===== config.mk =====
export PLATFORM = sky130hd
export DESIGN_NAME = pri_event_encoder
export DESIGN_NICKNAME = d
export VERILOG_FILES = /design/src/rtl/pri_event_pkg.sv /design/src/rtl/pri_sel.sv /design/src/rtl/pri_event_encoder.sv
export SDC_FILE = /design/constraint.sdc
export NUM_CORES = 1
export LEC_CHECK = 0
export BUFFER_PORTS_ARGS = -buffer_cell sky130_fd_sc_hd__clkbuf_2
export CAP_MARGIN = 20
export CORE_AREA = 5 5 42 44
export DETAILED_ROUTE_END_ITERATION = 10
export DIE_AREA = 0 0 47 49
export PLACE_DENSITY_LB_ADDON = 0.05
export SYNTH_ARGS = -nofsm -noshare
export SYNTH_HDL_FRONTEND = slang
export SYNTH_SLANG_ARGS = --single-unit

===== constraint.sdc =====
create_clock -name clk -period 1.12 [get_ports clk]
set_input_delay 0.112 -clock clk [delete_from_list [all_inputs] [get_ports clk]]
set_output_delay 0.112 -clock clk [all_outputs]
set_load 0.02 [all_outputs]

===== src/rtl/pri_event_pkg.sv =====
// Shared definitions for the pri_event_encoder block.
package pri_event_pkg;

  // Default number of request lines.
  localparam int N_DEFAULT = 4;

  // IDLE: nothing presented (valid = 0). PRESENT: code holds an event (valid = 1).
  typedef enum logic {
    IDLE    = 1'b0,
    PRESENT = 1'b1
  } state_t;

endpackage


===== src/rtl/pri_sel.sv =====
// Combinational highest-set-bit selector: strict priority, highest index wins.
module pri_sel #(
  parameter int N = 4
) (
  input  logic [N-1:0]         i_vec,
  output logic [$clog2(N)-1:0] o_index,
  output logic [N-1:0]         o_onehot,
  output logic                 o_any
);

  localparam int W = $clog2(N);

  // Ascending scan so the last (highest) set bit overwrites any lower one.
  always_comb begin
    o_index  = '0;
    o_any    = |i_vec;
    for (int k = 0; k < N; k++) begin
      if (i_vec[k]) o_index = W'(k);
    end
    o_onehot = o_any ? (N'(1) << o_index) : '0;
  end

endmodule


===== src/rtl/pri_event_encoder.sv =====
// Sequential priority encoder: captures event pulses into a pending set and
// presents them one at a time, highest index first.
//
// Handshake: an event is transferred on a rising edge where valid && ready;
// code is stable while valid is high and ready is low; ready is ignored while
// valid is low.
module pri_event_encoder
  import pri_event_pkg::*;
#(
  parameter int N = N_DEFAULT,
  parameter int W = $clog2(N)
) (
  input  logic         clk,
  input  logic         rst,
  input  logic [N-1:0] req,
  output logic [W-1:0] code,
  output logic         valid,
  input  logic         ready,
  output logic [N-1:0] pending,
  output logic         ovf
);

  state_t       r_state;
  state_t       w_next_state;
  logic [N-1:0] r_pend;
  logic [N-1:0] w_next_pend;
  logic [W-1:0] r_code;
  logic [W-1:0] w_next_code;
  logic         r_ovf;

  logic [N-1:0] w_merged;
  logic [W-1:0] w_index;
  logic [N-1:0] w_onehot;
  logic         w_any;
  logic         w_load;
  logic [N-1:0] w_grant;
  logic         w_ovf_hit;

  // Merged is formed before the grant clears its bit, so a request for the
  // bit being granted re-enters the pending set instead of being lost.
  assign w_merged = r_pend | req;

  pri_sel #(.N(N)) u_sel (
    .i_vec    (w_merged),
    .o_index  (w_index),
    .o_onehot (w_onehot),
    .o_any    (w_any)
  );

  // A new event may be loaded when idle or when the presented one is accepted.
  assign w_load    = (r_state == IDLE) || ready;
  assign w_grant   = (w_load && w_any) ? w_onehot : '0;
  // Loss only when a request hits a bit already pending and not granted now.
  assign w_ovf_hit = |(req & r_pend & ~w_grant);

  // Next-state, next pending set and next code.
  always_comb begin
    w_next_state = r_state;
    w_next_pend  = r_pend;
    w_next_code  = r_code;
    if (w_load) begin
      if (w_any) begin
        w_next_state = PRESENT;
        w_next_pend  = w_merged & ~w_onehot;
        w_next_code  = w_index;
      end else begin
        w_next_state = IDLE;
        w_next_pend  = '0;
      end
    end else begin
      w_next_pend = r_pend | req;
    end
  end

  // State, pending set, code and sticky overflow registers.
  always_ff @(posedge clk or posedge rst) begin
    if (rst) begin
      r_state <= IDLE;
      r_pend  <= '0;
      r_code  <= '0;
      r_ovf   <= 1'b0;
    end else begin
      r_state <= w_next_state;
      r_pend  <= w_next_pend;
      r_code  <= w_next_code;
      r_ovf   <= r_ovf | w_ovf_hit;
    end
  end

  assign code    = r_code;
  assign valid   = (r_state == PRESENT);
  assign pending = r_pend;
  assign ovf     = r_ovf;

endmodule


==> metrics.txt, run 1 <==
I/O Pins 15; critical path endpoint code[0]; share of Yosys cell area claimed by the top area cell type 0.552; Die Height 49 um; detailed-route via count approximately 340; drt via density around 4.6; Initial DRC Count 5; Routed WL per cell 12.4 um; GRT overflow 0; failing checks negative setup slack; max cap viols 0; floorplan row count 14; drt first pass iters 2; Die Wd 47 um; total CTS buffers 3; slack of the critical path -0.142 ns; Fill cells 158; slowest stage delay, CP 0.44 ns; Data required, critical path 1.26 ns; #FFs+latches synth 8; status finished, violations left; area occupied by multi-input gates 155 um2; Layout Nets 66; Crit. path cell count 3; Finished Layout Cells 74; sequential-to-total area share from yosys stat 0.552; end of the worst register-to-register path code[0]; min Tclk post-route 1.26 ns; Hold WC Path Type in2reg; crit share post-route 1.13; layout cells sized above 1 0.466; PD cells 1280 nW/um2; first-pass GRT wire length 1520 um; diode count 0; RSZ-0062 raised after global routing true; cell count after synthesis 34; Core Region 1400 um2; top post-synthesis cells by area dfrtp_1 55%, nor2_1 6.2%, nor4_4 5.9%; post-DP HPWL about 760 um; Hold Path Stages 3; total power 689 uW; number of placed instances, taps included between 60 and 70; Area growth syn-to-layout 48.6%; final instance area 539 um2; Setup Skew between 0.01 and 0.015 ns; CTS H-Tree Depth 1; Clock Sinks 8; CP cell instances nor4_4, a31oi_1, o22a_1; insertion delay to the later sink of the worst-skew pair 0.27 ns; reg2reg setup slack -0.14 ns; initial antenna violation count 0; CP max FO 4; Syn Std Cell Area 363 um2; root buf cell clkbuf_4; Slew Limit Fails 0; GRT Total Usage 0.0914; input/output buffers 14; CTS tree built; Clock Path Buffers 2; R2R cell count 3; Post-Syn Nets 41; Avg Inst Size Synth 10.7 um2; Detailed Route WL 917 um; starting density of the core 0.259; worst flop-to-flop path startpoint pending[3]; Sequential Area between 200 and 250 um2; Post-DP Area 484 um2; post-synth cell types 16; Worst Setup Path Type reg2reg; pin count of the biggest net entering global routing 9; antenna-violating nets left 0; CP delay by family, top flip-flops; Buf/Inv on CP 0; worst setup path start pending[3]; Pleak 0.256 nW; Yosys top cell by area dfrtp_1; GPL Wtd Cong 0.763; area of the die between 2000 and 2500 um2; vias in the first global route 361; final setup vio count 5; Ys Warns 0; CP endpoint kind register; Worst-Margin Slew 0.349 ns; slowest CP cell dfrtp_2; fin util 0.385; crit path DAT 1.40 ns; Final Hold Viols 0; drt drc 0; Setup crit start kind register; Clock Pin Slew Worst Setup and Hold Paths 0.07 ns; Max VDD drop 0.000452 V; Slew HR 0.764; Achievable Freq ~790 MHz
worst min path at each step:
stage	slack, ns	startpoint	to
2_1_floorplan	-0.07	rst	code[0]
3_3_place_gp	0.05	rst	pending[0]
3_5_place_dp	0.07	rst	pending[0]
4_1_cts	0.13	req[0]	ovf
5_1_grt	0.15	req[0]	ovf
6_report	0.13	req[0]	ovf
cells in the mapped netlist:
cell      n
dfrtp_1   8
nor2_1    6
nand2_1   3
a21oi_1   2
a31oi_1   2
and3_2    2
inv_1     2
a22oi_1   1
nand2b_1  1
nor2b_1   1
nor4_4    1
o211a_1   1
o221ai_1  1
o22a_1    1
o22ai_1   1
o311ai_0  1
sequential cells by signal, summed over array words and instances (netlist names):
signal   cells
valid        1
code         2
pending      4
ovf          1
cells by family after synthesis:
family,count (synthesis),synth area share
compound gates,10,0.200
buf+inv,2,0.0207
flops,8,0.552
simple gates,14,0.228
tightest hold or removal path, delay by kind of cell:
kind	cells	cell delay, ns
AO/OA/AOI/OAI	1	0.10
AND/OR/NAND/NOR	1	0.05
buffers and inverters	1	0.09
per-layer routing:
metal,part of all wire,wire length [um],global-route usage,up-vias
met5,0,0,0,-
met4,0.022,20,0.0415,0
met3,0.069,63,0.0332,3
met2,0.45,417,0.129,11
met1,0.45,416,0.121,154
li1,-,-,-,173
repair_timing:
action / in CTS / in global routing
hold buffers: 1 / 0
setup buffers: 1 / 0
gates resized for setup: 3 / 2
endpoints found under the setup margin: 6 / 7
pin swaps: 2 / 0
endpoints found under the hold margin: 8 / 0
final cells by class:
cell class,instances,area share
Clock buffer,4,0.0487
Inverter,2,0.0139
Multi-Input combinational cell,24,0.288
Sequential cell,8,0.376
Tap cell,16,0.0371
Timing Repair Buffer,20,0.237
cells in the final DEF, fill, tap and decap left out, drive strengths merged:
| cell type | synthesis | routed |
|---|---|---|
| a21oi | 2 | 2 |
| a22oi | 1 | 1 |
| a31oi | 2 | 2 |
| and3 | 2 | 2 |
| buf | 0 | 6 |
| clkbuf | 0 | 17 |
| dfrtp | 8 | 8 |
| dlygate4sd3 | 0 | 1 |
| inv | 2 | 2 |
| nand2 | 3 | 3 |
| nand2b | 1 | 1 |
| nor2 | 6 | 6 |
| nor2b | 1 | 1 |
| nor4 | 1 | 1 |
| o211a | 1 | 1 |
| o221ai | 1 | 1 |
| o22a | 1 | 1 |
| o22ai | 1 | 1 |
| o311ai | 1 | 1 |
where the power goes:
group	switching (mW)	internal, mW	total [mW]
Sequential	0.0145	0.305	0.319
Combinational	0.0630	0.0522	0.115
Clock	0.118	0.137	0.255
Total	0.195	0.494	0.689
metrics by stage:
stage / setup TNS, ns / hold WS, ns / setup WS, ns
after floorplan: -0.312 / -0.0724 / -0.112
after global placement: -0.333 / 0.0547 / -0.128
after detailed placement: -0.391 / 0.0676 / -0.138
after CTS: -0.483 / 0.134 / -0.140
after global routing: -0.835 / 0.146 / -0.197
final: -0.492 / 0.127 / -0.142
No activity file was read; power rests on OpenSTA's default activity.
==> run 2, diff against run 1 <==
--- a/config.mk
+++ b/config.mk
@@ -5,6 +5,7 @@
 export SDC_FILE = /design/constraint.sdc
 export NUM_CORES = 1
 export LEC_CHECK = 0
+export ABC_AREA = 1
 export BUFFER_PORTS_ARGS = -buffer_cell sky130_fd_sc_hd__clkbuf_2
 export CAP_MARGIN = 20
 export CORE_AREA = 5 5 42 44
==> run 2 against run 1 <==
Effect of this change:
- the run now ends clean
- cell count is 20% higher
- flip-flop and latch count stayed put
- synthesized area is 14% higher
- synthesized cell count is 56% higher
- critical path depth is 2 higher
- die area stayed put
- combinational power hardly changed
- sequential power hardly changed
- fmax is 17% higher
- count of clock-buffer cells in the layout is 1 lower
- clock power is 8.6% lower
- routed wire length is 0.55% higher
- largest power group unchanged
==> metrics.txt, run 2 <==
status finished, final reports clean; Post-DP Area 504 um2 (+4.1%); area of the die 2300 um2 (unchanged); CP cell instances nor2_4, nand3_2, buf_4, nor2_1, nor2_1; detailed-route via count 380 (+11%); Syn Std Cell Area 414 um2 (+14%); starting density of the core 0.296 (+0.0366); #FFs+latches synth 8 (unchanged); setup tns final 0 ns (+0.492 ns); R2R cell count 5 (+2); antenna-violating nets left 0 (unchanged); post-synth cell types 12 (-4); post-DP HPWL 711 um (-5.9%); Achievable Freq 929 MHz (+17%); share of Yosys cell area claimed by the top area cell type 0.483 (-0.0683); first-pass GRT wire length 1520 um (-0.39%); Clock Pin Slew Worst Setup and Hold Paths 0.06 ns (about the same); Hold Slack 0.133 ns (+0.00616 ns); Routed WL per cell 10.4 um (-16%); met3 GRT Util 0.0221 (-0.0111); crit share post-route 0.962 (-0.165); GRT Total Usage 0.0943 (+0.00290); final instance area 567 um2 (+5.1%); Pleak 0.283 nW (+11%); Detailed Route WL 922 um (+0.55%); Setup crit start kind register; Finished Layout Cells 89 (+20%); Worst Setup Path Type reg2reg; layout cells sized above 1 0.397 (-0.0683); Post-synth EDFFs 0 (unchanged); Hold WC Path Type in2reg; floorplan row count 14 (unchanged); max cap viols 0 (unchanged); Crit path top cell by count nor2_1; diode count 0 (unchanged); GPL Wtd Cong 0.747 (-2.2%); number of placed instances, taps included 83 (+22%); insertion delay to the later sink of the worst-skew pair 0.26 ns (about the same); sequential-to-total area share from yosys stat 0.483 (-0.0683); Core Region 1400 um2 (unchanged); Layout Nets 82 (+24%); most frequent cells in the layout 15 x nand2_1, 14 x clkbuf_2, 9 x inv_1; grt peak-use layer met2; max reg flops 4 (unchanged); Main synth FF type dfrtp_1; Area growth syn-to-layout 36.9%; Worst-Margin Slew 0.310 ns (-0.0392 ns); slowest CP cell dfrtp_1; min Tclk post-route 1.08 ns (-0.185 ns); Synth async-reset ratio 1.00 (unchanged); pin count of the biggest net entering global routing 9 (unchanged); Hold Path Stages 3 (unchanged); I/O Pins 15 (unchanged); top post-synthesis cells by area dfrtp_1 48%, nand2_1 15%, inv_1 8.2%; Initial DRC Count 1 (-4); root buf cell clkbuf_4; total CTS buffers 3 (unchanged); Crit. path cell count 5 (+2); final setup vio count 0 (-5); Die Height 49 um (unchanged); Final Hold Viols 0 (unchanged); Yosys top cell by area dfrtp_1; Die Wd 47 um (unchanged); crit path DAT 1.23 ns (-0.17 ns); CTS H-Tree Depth 1 (unchanged); drt first pass iters 2 (unchanged); CP delay by family, top flip-flops; top-count cell post-synth nand2_1; Max VDD drop 0.000450 V (-0.42%); RSZ-0062 raised after global routing true; Slew Limit Fails 0 (unchanged); input/output buffers 14 (unchanged); GRT overflow 0 (unchanged); drt drc 0 (unchanged); initial antenna violation count 0 (unchanged); CP max FO 5 (+1); Data required, critical path 1.27 ns (about the same); Slew HR 0.793 (+0.0289); vias in the first global route 364 (+0.83%); drt via density 4.27 (-7.3%); PD cells 1170 nW/um2 (-8.3%); Clock Sinks 8 (unchanged); most frequent cells after synthesis 16 x nand2_1, 9 x inv_1, 8 x dfrtp_1, 7 x nor2_1, 3 x nor2_4; Post-Syn Nets 60 (+46%); Buf/Inv on CP 1 (+1); cell count after synthesis 53 (+56%); Setup Skew 0.00256 ns (-0.0123 ns); grt met1 use 0.119 (-0.00197); Clock Path Buffers 2 (unchanged); CP endpoint kind register; CTS tree built; Ys Warns 0 (unchanged); fin util 0.404 (+0.0196); Avg Inst Size Synth 7.81 um2 (-27%); slowest stage delay, CP 0.41 ns (-0.03 ns); met2 Use GR 0.127 (-0.00226); commonest non-fill, non-tap cell in the layout nand2_1
==> run 2: cell count changes after synthesis, moves of 2 or more <==
cell     delta
nand3_1     +2
inv_1       +7
a31oi_1     -2
o21ai_0     +2
nand2_1    +13
and3_2      -2
nand2_2     +2
nor2_4      +3
==> run 2: timing repair <==
action                     CTS  global route
hold buffers                 1             0
setup endpoints to repair    0             2
gates resized for setup      0             5
hold endpoints to repair     8             0
buffers inserted             0             2
==> run 2: per-layer routing <==
layer / wire length [um] / part of all wire / vias up
met5: 0 / 0 / -
met4: 32 / 0.035 / 0
met3: 52 / 0.056 / 5
met2: 424 / 0.46 / 9
met1: 412 / 0.45 / 164
li1: - / - / 202
==> run 2: layout make-up <==
cell class	count	area, um2
timing repair buffer	17	95.1
clock buffer	3	22.5
inverter	9	33.8
tap	16	20.0
fill	165	835
multi-input combinational	36	195
sequential	8	200
==> run 2: logic make-up (layout without fill, tap and decap cells) <==
group,Yosys count,in the layout,share of synthesized area
and+or+nand+nor,31,31,0.369
buffers and inverters,9,29,0.0816
DFF,8,8,0.483
AOI/OAI and AO/OA,5,5,0.0664
==> run 2: where the power goes <==
group / leakage (nW) / internal (mW) / total, mW / switching, mW
logic: 0.188 / 0.0433 / 0.115 / 0.0718
registers: 0.0808 / 0.304 / 0.317 / 0.0131
clock network: 0.0138 / 0.123 / 0.233 / 0.109
==> run 2: per-stage QoR <==
stage | power, mW | worst slack, ns
floorplan | 0.387 | 0.0177
global placement | 0.429 | 0.0372
detailed placement | 0.429 | 0.0263
CTS | 0.666 | 0.0188
global route | 0.703 | -0.0487
finish | 0.665 | 0.0430
==> run 2: worst min-delay path, stage by stage <==
cell and delay, ns:
clkbuf_2 0.10, nor2_2 0.05, nor2_1 0.09
==> run 2: worst paths after layout <==
kind / slack (ns) / startpoint / endpoint
max: 0.04 / pending[3] / pending[0]
min: 0.13 / req[0] / pending[0]
max reg2reg: 0.04 / pending[3] / pending[0]
min reg2reg: 0.49 / code[1] / code[1]
max in group asynchronous: 0.56 / rst / valid
min in group asynchronous: 0.32 / rst / pending[0]
==> run 3, diff against run 2 <==
--- a/config.mk
+++ b/config.mk
@@ -8,9 +8,9 @@
 export ABC_AREA = 1
 export BUFFER_PORTS_ARGS = -buffer_cell sky130_fd_sc_hd__clkbuf_2
 export CAP_MARGIN = 20
-export CORE_AREA = 5 5 42 44
+export CORE_AREA = 2 2 39 41
 export DETAILED_ROUTE_END_ITERATION = 10
-export DIE_AREA = 0 0 47 49
+export DIE_AREA = 0 0 41 43
 export PLACE_DENSITY_LB_ADDON = 0.05
 export SYNTH_ARGS = -nofsm -noshare
 export SYNTH_HDL_FRONTEND = slang
==> constraint.sdc (replaced) <==
create_clock -name clk -period 0.9 [get_ports clk]
set_input_delay 0.09 -clock clk [delete_from_list [all_inputs] [get_ports clk]]
set_output_delay 0.09 -clock clk [all_outputs]
set_load 0.02 [all_outputs]
==> run 3 against run 2 <==
Effect of this change:
- the flow now finishes with violations (negative setup slack)
- routed wire length down 5.9%
- clock skew is 0.0098 ns higher
- die area decreased by 23%
- first-iteration DRC count rose to 4.0 times the previous value
- combinational power increased by 74%
- largest power group unchanged
- via count up 7.9%
==> metrics.txt, run 3 (synthesized netlist as in run 2, its figures left out) <==
status finished, violations left; failing checks negative setup slack; slack of the critical path -0.153 ns (-0.196 ns); Post-DP Area 569 um2 (+13%); total CTS buffers 3 (unchanged); Setup crit start kind register; Layout Nets 89 (+8.5%); Routed WL per cell 8.95 um (-14%); hold path start ready; Worst Setup Path Type reg2out; insertion delay to the later sink of the worst-skew pair 0.26 ns (about the same); post-DP HPWL 689 um (-3.1%); first-pass GRT wire length 1470 um (-3.2%); CTS tree built; area of the die 1760 um2 (-23%); Die Wd 41 um (-13%); final setup vio count 10 (+10); max reg flops 4 (unchanged); Initial DRC Count 4 (+3); reg2reg setup slack -0.14 ns (-0.18 ns); CTS H-Tree Depth 1 (unchanged); Clock Sinks 8 (unchanged); antenna-violating nets left 0 (unchanged); layout cells sized above 1 0.457 (+0.0595); Final Hold Viols 0 (unchanged); drt drc 0 (unchanged); most frequent cells in the layout 15 x nand2_1, 9 x inv_1, 7 x buf_6; crit share post-route 1.17; diode count 0 (unchanged); GRT Total Usage 0.122 (+0.0273); input/output buffers 14 (unchanged); final instance area 698 um2 (+23%); floorplan row count 14 (unchanged); Max VDD drop 0.000710 V (+58%); Detailed Route WL 868 um (-5.9%); drt via density 4.23 (-1.0%); worst flop-to-flop path startpoint pending[3]; detailed-route via count 410 (+7.9%); Core Region 1380 um2 (-1.2%); Slew Limit Fails 0 (unchanged); initial antenna violation count 0 (unchanged); fin util 0.505 (+0.100); starting density of the core 0.299 (+0.00374); I/O Pins 15 (unchanged); vias in the first global route 402 (+10%); worst setup path start pending[3]; pin count of the biggest net entering global routing 9 (unchanged); Slew HR 0.792 (-0.00164); Setup Skew 0.0123 ns (+0.00978 ns); Pleak 0.343 nW (+21%); Area growth syn-to-layout 68.6%; RSZ-0062 raised after global routing true; Clock Path Buffers 2 (unchanged); Worst-Margin Slew 0.312 ns (+0.00245 ns); GPL Wtd Cong 0.711 (-4.8%); Achievable Freq around 950 MHz; Die Height 43 um (-12%); area occupied by multi-input gates 193 um2 (-1.3%); max cap viols 0 (unchanged); root buf cell clkbuf_4; GRT overflow 0 (unchanged); CP max FO 2 (-3); Data required, critical path 0.81 ns (-0.46 ns); CP endpoint kind output port; crit path DAT 0.96 ns (-0.27 ns); Hold WC Path Type in2reg; commonest non-fill, non-tap cell in the layout nand2_1; Fill cells 137 (-17%); PD cells 1290 nW/um2 (+10%); drt first pass iters 4 (+2); Sequential Area 203 um2 (+1.2%); min Tclk post-route 1.05 ns; Clock Pin Slew Worst Setup and Hold Paths 0.07 ns (about the same)
## run 3: final timing paths
| check | endpoint | cells after the start |
|---|---|---|
| hold / removal | pending[2] | 4 |
| min in group asynchronous | valid | 3 |
| setup reg to reg | code[0] | 6 |
| max in group asynchronous | pending[3] | 3 |
| setup / recovery | pending[3] | 2 |
| hold reg to reg | code[0] | 2 |
## run 3: power breakdown
group          total, mW  internal [mW]  switching (mW)
logic              0.200          0.103          0.0970
registers          0.396          0.379          0.0162
clock network      0.306          0.170           0.136
## run 3: per-stage QoR
| step | hold slack (ns) | TNS (ns) | instances | power, mW | worst slack, ns |
|---|---|---|---|---|---|
| after global routing | 0.139 | -1.54 | 97 | 0.968 | -0.232 |
| after CTS | 0.143 | -1.11 | 96 | 0.887 | -0.168 |
| final | 0.137 | -0.924 | 97 | 0.901 | -0.153 |
| after floorplan | -0.0945 | -0.599 | 53 | 0.484 | -0.167 |
| after detailed placement | 0.0385 | -0.470 | 91 | 0.559 | -0.152 |
| after global placement | 0.0461 | -0.472 | 91 | 0.560 | -0.156 |
## run 3: layout make-up
class                   count  share of cell area
clock buffers               4              0.0376
repair buffers             24               0.319
flip-flops and latches      8               0.290
well taps                  16              0.0287
multi-input cells          36               0.276
inverters                   9              0.0484
## run 3: per-layer routing
metal | vias up | wire length (um) | GRT usage
li1 | 217 | - | -
met1 | 184 | 412 | 0.156
met2 | 9 | 422 | 0.181
met3 | 0 | 33 | 0.0314
met4 | 0 | 0 | 0.0600
met5 | - | 0 | 0
## run 3: worst max-delay path, stage by stage, from the launching register on
cell	delay (ns)
dfrtp_2	0.42
buf_4	0.14
clkbuf_8	0.14
## run 3: what timing repair did
action / 4_1_cts / 5_1_grt
endpoints found under the setup margin: 11 / 15
buffers inserted: 0 / 1
pin swaps: 4 / 2
endpoints found under the hold margin: 8 / 0
gates resized for setup: 10 / 19
hold buffers: 1 / 0
